<file path="config.mk">
export PLATFORM = sky130hd
export DESIGN_NAME = divisor_seq_flat
export DESIGN_NICKNAME = d
export VERILOG_FILES = /design/src/rtl/mult_div_pkg.sv /design/src/rtl/divisor_seq_if.sv /design/src/rtl/divisor_seq.sv /design/src/flat_wrapper.sv
export SDC_FILE = /design/constraint.sdc
export NUM_CORES = 1
export LEC_CHECK = 0
export CAP_MARGIN = 20
export CORE_MARGIN = 3
export CORE_UTILIZATION = 25
export DETAILED_ROUTE_END_ITERATION = 8
export SLEW_MARGIN = 5
export SYNTH_ARGS = -nofsm -noshare
export SYNTH_HDL_FRONTEND = slang
export SYNTH_SLANG_ARGS = --single-unit
</file>
<file path="constraint.sdc">
create_clock -name clk -period 3.6 [get_ports clk]
set_clock_uncertainty 0.1 [all_clocks]
set_input_delay 0.72 -clock clk [delete_from_list [all_inputs] [get_ports clk]]
set_output_delay 0.72 -clock clk [all_outputs]
set_load 0.01 [all_outputs]
</file>
<file path="src/rtl/mult_div_pkg.sv">
// Shared definitions for the ALU multiply/divide unit: datapath width,
// divider state encoding, hi/lo result pair and sign helpers.
package mult_div_pkg;

  localparam int DATA_W = 32;

  typedef enum logic [1:0] {
    IDLE = 2'd0,
    RUN  = 2'd1,
    FIX  = 2'd2,
    DONE = 2'd3
  } div_state_e;

  // HI/LO register pair as written back by the mult/div unit.
  typedef struct packed {
    logic [DATA_W-1:0] hi;
    logic [DATA_W-1:0] lo;
  } hilo_t;

  // Two's-complement negate when neg is set, pass-through otherwise.
  function automatic logic [DATA_W-1:0] cond_neg(input logic [DATA_W-1:0] v,
                                                  input logic              neg);
    return neg ? (~v + DATA_W'(1)) : v;
  endfunction

  // Magnitude as unsigned DATA_W; the most negative value maps to itself.
  function automatic logic [DATA_W-1:0] abs_val(input logic [DATA_W-1:0] v);
    return cond_neg(v, v[DATA_W-1]);
  endfunction

endpackage

</file>
<file path="src/rtl/divisor_seq_if.sv">
// Handshake and result bus between the control unit (master) and the
// sequential divider (slave).
interface divisor_seq_if #(
  parameter int DATA_W = mult_div_pkg::DATA_W
) ();

  logic              divOp;
  logic [DATA_W-1:0] dividend;
  logic [DATA_W-1:0] divisor;
  logic [DATA_W-1:0] div_hi;
  logic [DATA_W-1:0] div_lo;
  logic              div_busy;
  logic              div_done;
  logic              div_zero;

  modport master (
    output divOp, dividend, divisor,
    input  div_hi, div_lo, div_busy, div_done, div_zero
  );

  modport slave (
    input  divOp, dividend, divisor,
    output div_hi, div_lo, div_busy, div_done, div_zero
  );

endinterface

</file>
<file path="src/rtl/divisor_seq.sv">
// Sequential signed divider (MIPS DIV): restoring algorithm on operand
// magnitudes, one quotient bit per clock, signs fixed up in a final cycle.
// Remainder on div_hi, quotient on div_lo.
module divisor_seq
  import mult_div_pkg::*;
#(
  parameter int DATA_W = mult_div_pkg::DATA_W,
  parameter int CNT_W  = 6
) (
  input  logic          clk,
  input  logic          reset_n,
  divisor_seq_if.slave  bus
);

  div_state_e        state_q, state_d;
  logic [DATA_W:0]   r_q, r_d;
  logic [DATA_W-1:0] q_q, q_d;
  logic [DATA_W-1:0] d_q, d_d;
  logic [CNT_W-1:0]  cnt_q, cnt_d;
  logic              neg_quo_q, neg_quo_d;
  logic              neg_rem_q, neg_rem_d;
  hilo_t             res_q, res_d;
  logic              busy_q, busy_d;
  logic              done_q, done_d;
  logic              zero_q, zero_d;

  logic [DATA_W+1:0] r_sh;
  logic [DATA_W+1:0] d_ext;
  logic [DATA_W-1:0] q_sh;

  // State and datapath registers; reset clears everything and aborts any op.
  always_ff @(posedge clk or negedge reset_n) begin
    if (!reset_n) begin
      state_q   <= IDLE;
      r_q       <= '0;
      q_q       <= '0;
      d_q       <= '0;
      cnt_q     <= '0;
      neg_quo_q <= 1'b0;
      neg_rem_q <= 1'b0;
      res_q     <= '0;
      busy_q    <= 1'b0;
      done_q    <= 1'b0;
      zero_q    <= 1'b0;
    end else begin
      state_q   <= state_d;
      r_q       <= r_d;
      q_q       <= q_d;
      d_q       <= d_d;
      cnt_q     <= cnt_d;
      neg_quo_q <= neg_quo_d;
      neg_rem_q <= neg_rem_d;
      res_q     <= res_d;
      busy_q    <= busy_d;
      done_q    <= done_d;
      zero_q    <= zero_d;
    end
  end

  // Next-state, restoring step and sign fix-up.
  always_comb begin
    state_d   = state_q;
    r_d       = r_q;
    q_d       = q_q;
    d_d       = d_q;
    cnt_d     = cnt_q;
    neg_quo_d = neg_quo_q;
    neg_rem_d = neg_rem_q;
    res_d     = res_q;
    busy_d    = busy_q;
    done_d    = 1'b0;
    zero_d    = zero_q;

    // {R,Q} shifted left by one; R is widened so the compare cannot overflow.
    r_sh  = {r_q, q_q[DATA_W-1]};
    d_ext = {2'b00, d_q};
    q_sh  = {q_q[DATA_W-2:0], 1'b0};

    case (state_q)
      IDLE: begin
        if (bus.divOp) begin
          neg_quo_d = bus.dividend[DATA_W-1] ^ bus.divisor[DATA_W-1];
          neg_rem_d = bus.dividend[DATA_W-1];
          r_d       = '0;
          q_d       = abs_val(bus.dividend);
          d_d       = abs_val(bus.divisor);
          cnt_d     = '0;
          busy_d    = 1'b1;
          if (bus.divisor == '0) begin
            zero_d  = 1'b1;
            state_d = DONE;
          end else begin
            zero_d  = 1'b0;
            state_d = RUN;
          end
        end
      end
      RUN: begin
        if (r_sh >= d_ext) begin
          r_d = (DATA_W+1)'(r_sh - d_ext);
          q_d = q_sh | DATA_W'(1);
        end else begin
          r_d = (DATA_W+1)'(r_sh);
          q_d = q_sh;
        end
        cnt_d = cnt_q + CNT_W'(1);
        if (cnt_q == CNT_W'(DATA_W - 1)) begin
          state_d = FIX;
        end
      end
      FIX: begin
        res_d.lo = cond_neg(q_q, neg_quo_q);
        res_d.hi = cond_neg(r_q[DATA_W-1:0], neg_rem_q);
        done_d   = 1'b1;
        busy_d   = 1'b0;
        state_d  = IDLE;
      end
      DONE: begin
        // Divide-by-zero: signal completion, leave hi/lo untouched.
        done_d  = 1'b1;
        busy_d  = 1'b0;
        state_d = IDLE;
      end
      default: state_d = IDLE;
    endcase
  end

  assign bus.div_hi   = res_q.hi;
  assign bus.div_lo   = res_q.lo;
  assign bus.div_busy = busy_q;
  assign bus.div_done = done_q;
  assign bus.div_zero = zero_q;

endmodule

</file>
<file path="src/flat_wrapper.sv">
// flat-port wrapper written by rule: the top's interface ports become plain ports
module divisor_seq_flat import mult_div_pkg::*;
#(
  parameter int DATA_W = mult_div_pkg::DATA_W,
  parameter int CNT_W  = 6
)
  (clk, reset_n, bus_divOp, bus_dividend, bus_divisor, bus_div_hi, bus_div_lo, bus_div_busy, bus_div_done, bus_div_zero);
  divisor_seq_if #(.DATA_W(DATA_W)) bus_i ();
  input  logic clk;
  input  logic reset_n;
  input wire logic [$bits(bus_i.divOp)-1:0] bus_divOp;
  input wire logic [$bits(bus_i.dividend)-1:0] bus_dividend;
  input wire logic [$bits(bus_i.divisor)-1:0] bus_divisor;
  output wire logic [$bits(bus_i.div_hi)-1:0] bus_div_hi;
  output wire logic [$bits(bus_i.div_lo)-1:0] bus_div_lo;
  output wire logic [$bits(bus_i.div_busy)-1:0] bus_div_busy;
  output wire logic [$bits(bus_i.div_done)-1:0] bus_div_done;
  output wire logic [$bits(bus_i.div_zero)-1:0] bus_div_zero;
  assign bus_i.divOp = bus_divOp;
  assign bus_i.dividend = bus_dividend;
  assign bus_i.divisor = bus_divisor;
  assign bus_div_hi = bus_i.div_hi;
  assign bus_div_lo = bus_i.div_lo;
  assign bus_div_busy = bus_i.div_busy;
  assign bus_div_done = bus_i.div_done;
  assign bus_div_zero = bus_i.div_zero;
  divisor_seq #(.DATA_W(DATA_W), .CNT_W(CNT_W)) u_core (.clk(clk), .reset_n(reset_n), .bus(bus_i));
endmodule
</file>
; ---- After elaboration in Yosys (flattened, before gate mapping)
; Cells that the tools add are included.
[word_totals]
ff_bits = 174
latch_bits = 0
ramBits = 0
mem_bits_ro = 0
in_bits = 67
elab_cells = 59
n_memories = 0
[classes]
n_addsub = 6
n_mul = 0
div_mod_pow = 0
n_lt_le_gt_ge = 1
n_eq_ne = 6
shift = 0
n_mux = 20
bitwise_logic = 5
n_reduce_logical = 9
[op_table]
columns = operator, count
row1 = $mux 32, 5
row2 = $add 32x1->32 const B, 4
row3 = $not 32->32, 4
row4 = $mux 33, 2
row5 = $pmux 33 s2, 1
row6 = $pmux 32 s2, 1
row7 = $ge 34x32->1, 1
row8 = $sub 33x32->33, 1
row9 = $logic_not 32->1, 1
row10 = $pmux 6 s2, 1
row11 = $reduce_and 2->1, 4
row12 = $add 6x1->6 const B, 1
row13 = $eq 6x5->1 const B, 1
row14 = $mux 2, 3
row15 = $mux 6, 1
row16 = $pmux 2 s3, 1
row17 = $eq 2x2->1 const B, 2
row18 = $mux 1, 4
row19 = $reduce_bool 2->1, 2
row20 = $eq 2x1->1 const B, 1
row21 = $logic_not 2->1, 1
row22 = $ne 2x1->1 const B, 1
row23 = $ne 2x2->1 const B, 1
row24 = $pmux 1 s2, 1
row25 = other kinds (2), 2

; ---- Logic depth before layout (Yosys ltp)
[depth]
ltp_word = 5
ltp_mapped = 13
ltp_nobuf = 12

; ---- Least setup slack after synthesis
; Ideal clock, no wire load.
[synth_path]
kind = register to register
from = reg u_core.q_q[31]
to = reg u_core.r_q[19]
setup_time_ns = 0.124
arrival_ns = 3.223
required_ns = 3.376
path_slack_ns = 0.153
path_stages_with_launch = 14
n_path_buf = 1
path_cell_list = dfrtp_1 > inv_1 > ha_1 > inv_1 > fa_1 > a21o_1 > a221o_1 > a211oi_2 > o211ai_1 > a41o_1 > a21oi_1 > buf_2 > nor3_1 > a211o_1
[synth_between]
elab_chain_cells = 3
elab_cells_between_ends = 4
cone_classes = add/sub: 1 / order compare: 1 / mux: 2
[synth_rtl]
columns = element, line_no
row1 = start: declaration, divisor_seq.sv:17  ; logic [DATA_W-1:0] q_q, q_d;
row2 = start signal: assignment, divisor_seq.sv:48  ; q_q <= q_d;
row3 = $sub 33x32->33 or $ge 34x32->1 (tied branches), "divisor_seq.sv:100, divisor_seq.sv:99"
row4 = $mux 33 (*), divisor_seq.sv:99  ; if (r_sh >= d_ext) begin
row5 = $pmux 33 s2 (*), divisor_seq.sv:79  ; case (state_q)
row6 = end signal: assignment, divisor_seq.sv:47  ; r_q <= r_d;
row7 = end: declaration, divisor_seq.sv:16  ; logic [DATA_W:0] r_q, r_d;
; Every way passes the cells marked *; elsewhere a longest branch is shown, timed or not.
; A chain may end at the register's enable or synchronous reset.

; ---- Final worst setup path
[layout_path]
from = in bus_divisor[10]
to = reg u_core.d_q[30]
[layout_between]
elab_chain_cells = 3
[layout_rtl]
columns = element, line_no
row1 = start: declaration, flat_wrapper.sv:13  ; input wire logic [$bits(bus_i.divisor)-1:0] bus_divisor;
row2 = $not 32->32, mult_div_pkg.sv:23  ; return neg ? (~v + DATA_W'(1)) : v;
row3 = $add 32x1->32, mult_div_pkg.sv:23
row4 = $mux 32, mult_div_pkg.sv:23
row5 = end signal: assignment, divisor_seq.sv:37  ; d_q <= '0;
row6 = end signal: assignment, divisor_seq.sv:49  ; d_q <= d_d;
row7 = end: declaration, divisor_seq.sv:18  ; logic [DATA_W-1:0] d_q, d_d;
; Every way passes these cells.

==> reports/metrics.cfg <==
[cts]
clk-insertion-delay-late_ps=450
h-tree-depth=4
numCtsBuffers=17
cts_tree=built
cts_root_buffer=clkbuf_16
clock-sinks=174
clkTransAtPathRegs_ps=70
clk_path_buf_depth=2

[timing]
worstMarginPinSlew_ps=879.1
finalCriticalPeriod_ps=3502
hold_ws_ps=156.8
setup-violations-final=0
slew_violations=0
finalHoldViolations=0
relSlewSlack_pct=41.39
rsz0062_at_grt=no
clock.fmax_ghz=0.2855
finalCritPeriodShare_pct=97.29
worst_slack_ps=97.52

[hold_path]
min_path_type=input pin to async pin

[grt]
grt_usage_pct=13.72
grt_max_degree=76
grt_pass1_vias=9495
grt_remaining_overflow=0
antenna_found_initial=2
grt_pass1_wl_um=52250

[placement]
place.gp.congestion=0.8709
dp_slack_ps=-418.8
post-dp-hpwl_um=25390
port_buffers=133

[worst_setup_path]
arrival_ps=3730
crit_fanout=5
reg2reg_slack_ps=220
crit_path_start_kind=input pin
r2r-end=u_core.r_q[13]$_DFFE_PN0P_
end_kind=register
critPathRequiredTime_ps=3820
r2r-start=u_core.q_q[31]$_DFFE_PN0P_
worstSetupEndpoint=u_core.d_q[30]$_DFFE_PN0P_
cp-startpoint=bus_divisor[10]
reg2regPathDepth=13
critical_path_class=input pin to register

[synth]
synth_edf_count=0
syn_nets=1386
yosys-top-cells-area=dfrtp_1 39%, xor2_1 8.6%, o21ai_0 8.2%
ys_ff_latch=174
synth_top_area_share_pct=39.08
yosys.area.top_type=dfrtp_1
ys_types=66
async_flop_share_pct=100.0
synth_cells=1281
synthFlopType=dfrtp_1
syn_area_um2=11140
ys_warn_count=0
ys_seq_area_share_pct=39.08
avgSynthCellArea_um2=8.697

[finish]
num-fill-cells=4587
layout.area.seq_um2=4354
multi_input_area_um2=6315
drive_gt1_share_pct=8.920
syn_to_final_growth_pct=27.47
fin_nets=1529
n_antenna_cell=0

[floorplanning]
num_rows=76
die-height_um=217.1
die_area_um2=47130
coreArea_um2=43550
boundaryPins=134
start_util_pct=25.58
die_x_um=217.1

[flow_run]
maxCapViolCount=0

[power_and_ir_drop]
combPwrFrac_pct=57.4
pwr-share-seq_pct=28.2
p_clk_share_pct=14.5
leakage_uw=0.005945
netSwitchingPower_uw=6325
sw_frac_of_total_pct=44.88
p_int_uw=7767
power.density_nw_per_um2=992.3
vdd_drop_max_v=0.0005003

[routing]
wl_per_cell_um=16.16
drt_wl_total_um=32650
first_iter_violations=711
drc_errors=0
dr.pass1.iters=5
antenna_left=0
viasPerCell=4.855
vias=9808

[outcome]
outcome=finished clean

## area by class of cell
| class | instances | area share [%] |
|---|---|---|
| Clock inverter | 10 | 1.322 |
| Tap cell | 585 | 5.154 |
| Timing Repair Buffer | 205 | 13.93 |
| Multi-Input combinational cell | 976 | 44.47 |
| Sequential cell | 174 | 30.66 |
| Inverter | 50 | 1.322 |
| Clock buffer | 20 | 3.145 |
## how the worst min path moves through the flow
stage / end / slack, ps / cells past startpoint
3_5_place_dp: u_core.bus.div_hi[25]$_DFFE_PN0N_ / 370 / 2
3_3_place_gp: u_core.d_q[22]$_DFFE_PN0P_ / 360 / 2
2_1_floorplan: u_core.bus.div_busy$_DFFE_PN0P_ / 320 / 0
5_1_grt: u_core.bus.div_lo[18]$_DFFE_PN0N_ / 200 / 1
6_report: u_core.bus.div_lo[18]$_DFFE_PN0N_ / 160 / 1
4_1_cts: u_core.bus.div_lo[17]$_DFFE_PN0N_ / 170 / 1
## flip-flops by register name, summed over array words and instances (netlist names), 2 cells and up
| signal | flops |
|---|---|
| u_core.bus.div_hi | 32 |
| u_core.bus.div_lo | 32 |
| u_core.q_q | 32 |
| u_core.cnt_q | 6 |
| u_core.d_q | 32 |
| u_core.state_q | 2 |
| u_core.r_q | 33 |
## stage by stage
step | instances | total power, µW | setup TNS [ps] | area, µm² | util [%]
floorplan | 1281 | 8994 | 0 | 11140 | -
CTS | 2015 | 14060 | 0 | 14130 | 32.44
global route | 2020 | 15350 | 0 | 14200 | 32.61
detailed placement | 1985 | 11970 | -3028 | 13500 | 30.99
finish | 2020 | 14090 | 0 | 14200 | 32.61
global placement | 1985 | 11840 | -2437 | 13500 | 30.99
## synthesized netlist by cell type, types with 6 or more instances
cell      number
xnor2_1       41
or3_1         12
o21bai_1       6
nor4_1         7
nand2_1      193
o311ai_0      11
a21o_1        12
o21ai_0      182
nand3_1       25
xor2_1       110
a32oi_1       12
nand4_1       15
dfrtp_1      174
clkbuf_1      74
a21oi_1       52
a22oi_1       19
o22ai_1       19
mux2i_1       12
ha_1          37
nor2_1        32
or4_1         20
o41ai_1       21
inv_1         48
nor3_1        16
nand2b_1       9
o31ai_1       38
## kinds of logic after synthesis
family | Yosys count | synth area share [%]
DFF | 174 | 39.08
AOI/OAI and AO/OA | 415 | 23.42
buffers and inverters | 131 | 4.605
and+or+nand+nor | 360 | 15.61
xor gates and xnor gates | 151 | 11.87
adders and majority gates | 38 | 4.335
muxes | 12 | 1.078
## cell usage in the layout (no fill, tap or decap), types with 21 or more instances in the layout
| master | synthesis | final |
|---|---|---|
| nand3_1 | 25 | 24 |
| xor2_1 | 110 | 110 |
| ha_1 | 37 | 37 |
| xnor2_1 | 41 | 41 |
| inv_1 | 48 | 47 |
| clkdlybuf4s50_1 | 0 | 127 |
| nor2_1 | 32 | 31 |
| a21oi_1 | 52 | 51 |
| o31ai_1 | 38 | 38 |
| o21ai_0 | 182 | 181 |
| buf_4 | 0 | 65 |
| dfrtp_1 | 174 | 174 |
| o41ai_1 | 21 | 21 |
| nand2_1 | 193 | 192 |
## power by group through the flow
stage               combinational [µW]  clock (µW)  sequential, µW
finish                            8080        2040            3970
global route                      9060        2160            4130
CTS                               8010        2090            3960
detailed placement                7980           0            3990
global placement                  7900           0            3940
floorplan                         5220           0            3780
## worst max-delay path: stages
cell	delay (ps)
clkdlybuf4s50_1	420
or4_4	570
or4_4	440
or4_4	430
or4_4	590
o41ai_4	310
xor2_1	180
o21ai_1	70
## what timing repair did
item,CTS,global route
hold buffers,0,0
endpoints found under the setup margin,0,16
gates resized for setup,0,7
setup buffers,0,4
## routing by layer
layer	global-route usage (%)	up-vias	share of wire [%]
li1	-	4922	-
met1	19.87	4638	50
met2	20.60	206	43
met3	2.569	38	4.6
met4	4.457	4	1.8
met5	0	-	0.070
Power figures use the tool's default switching activity.
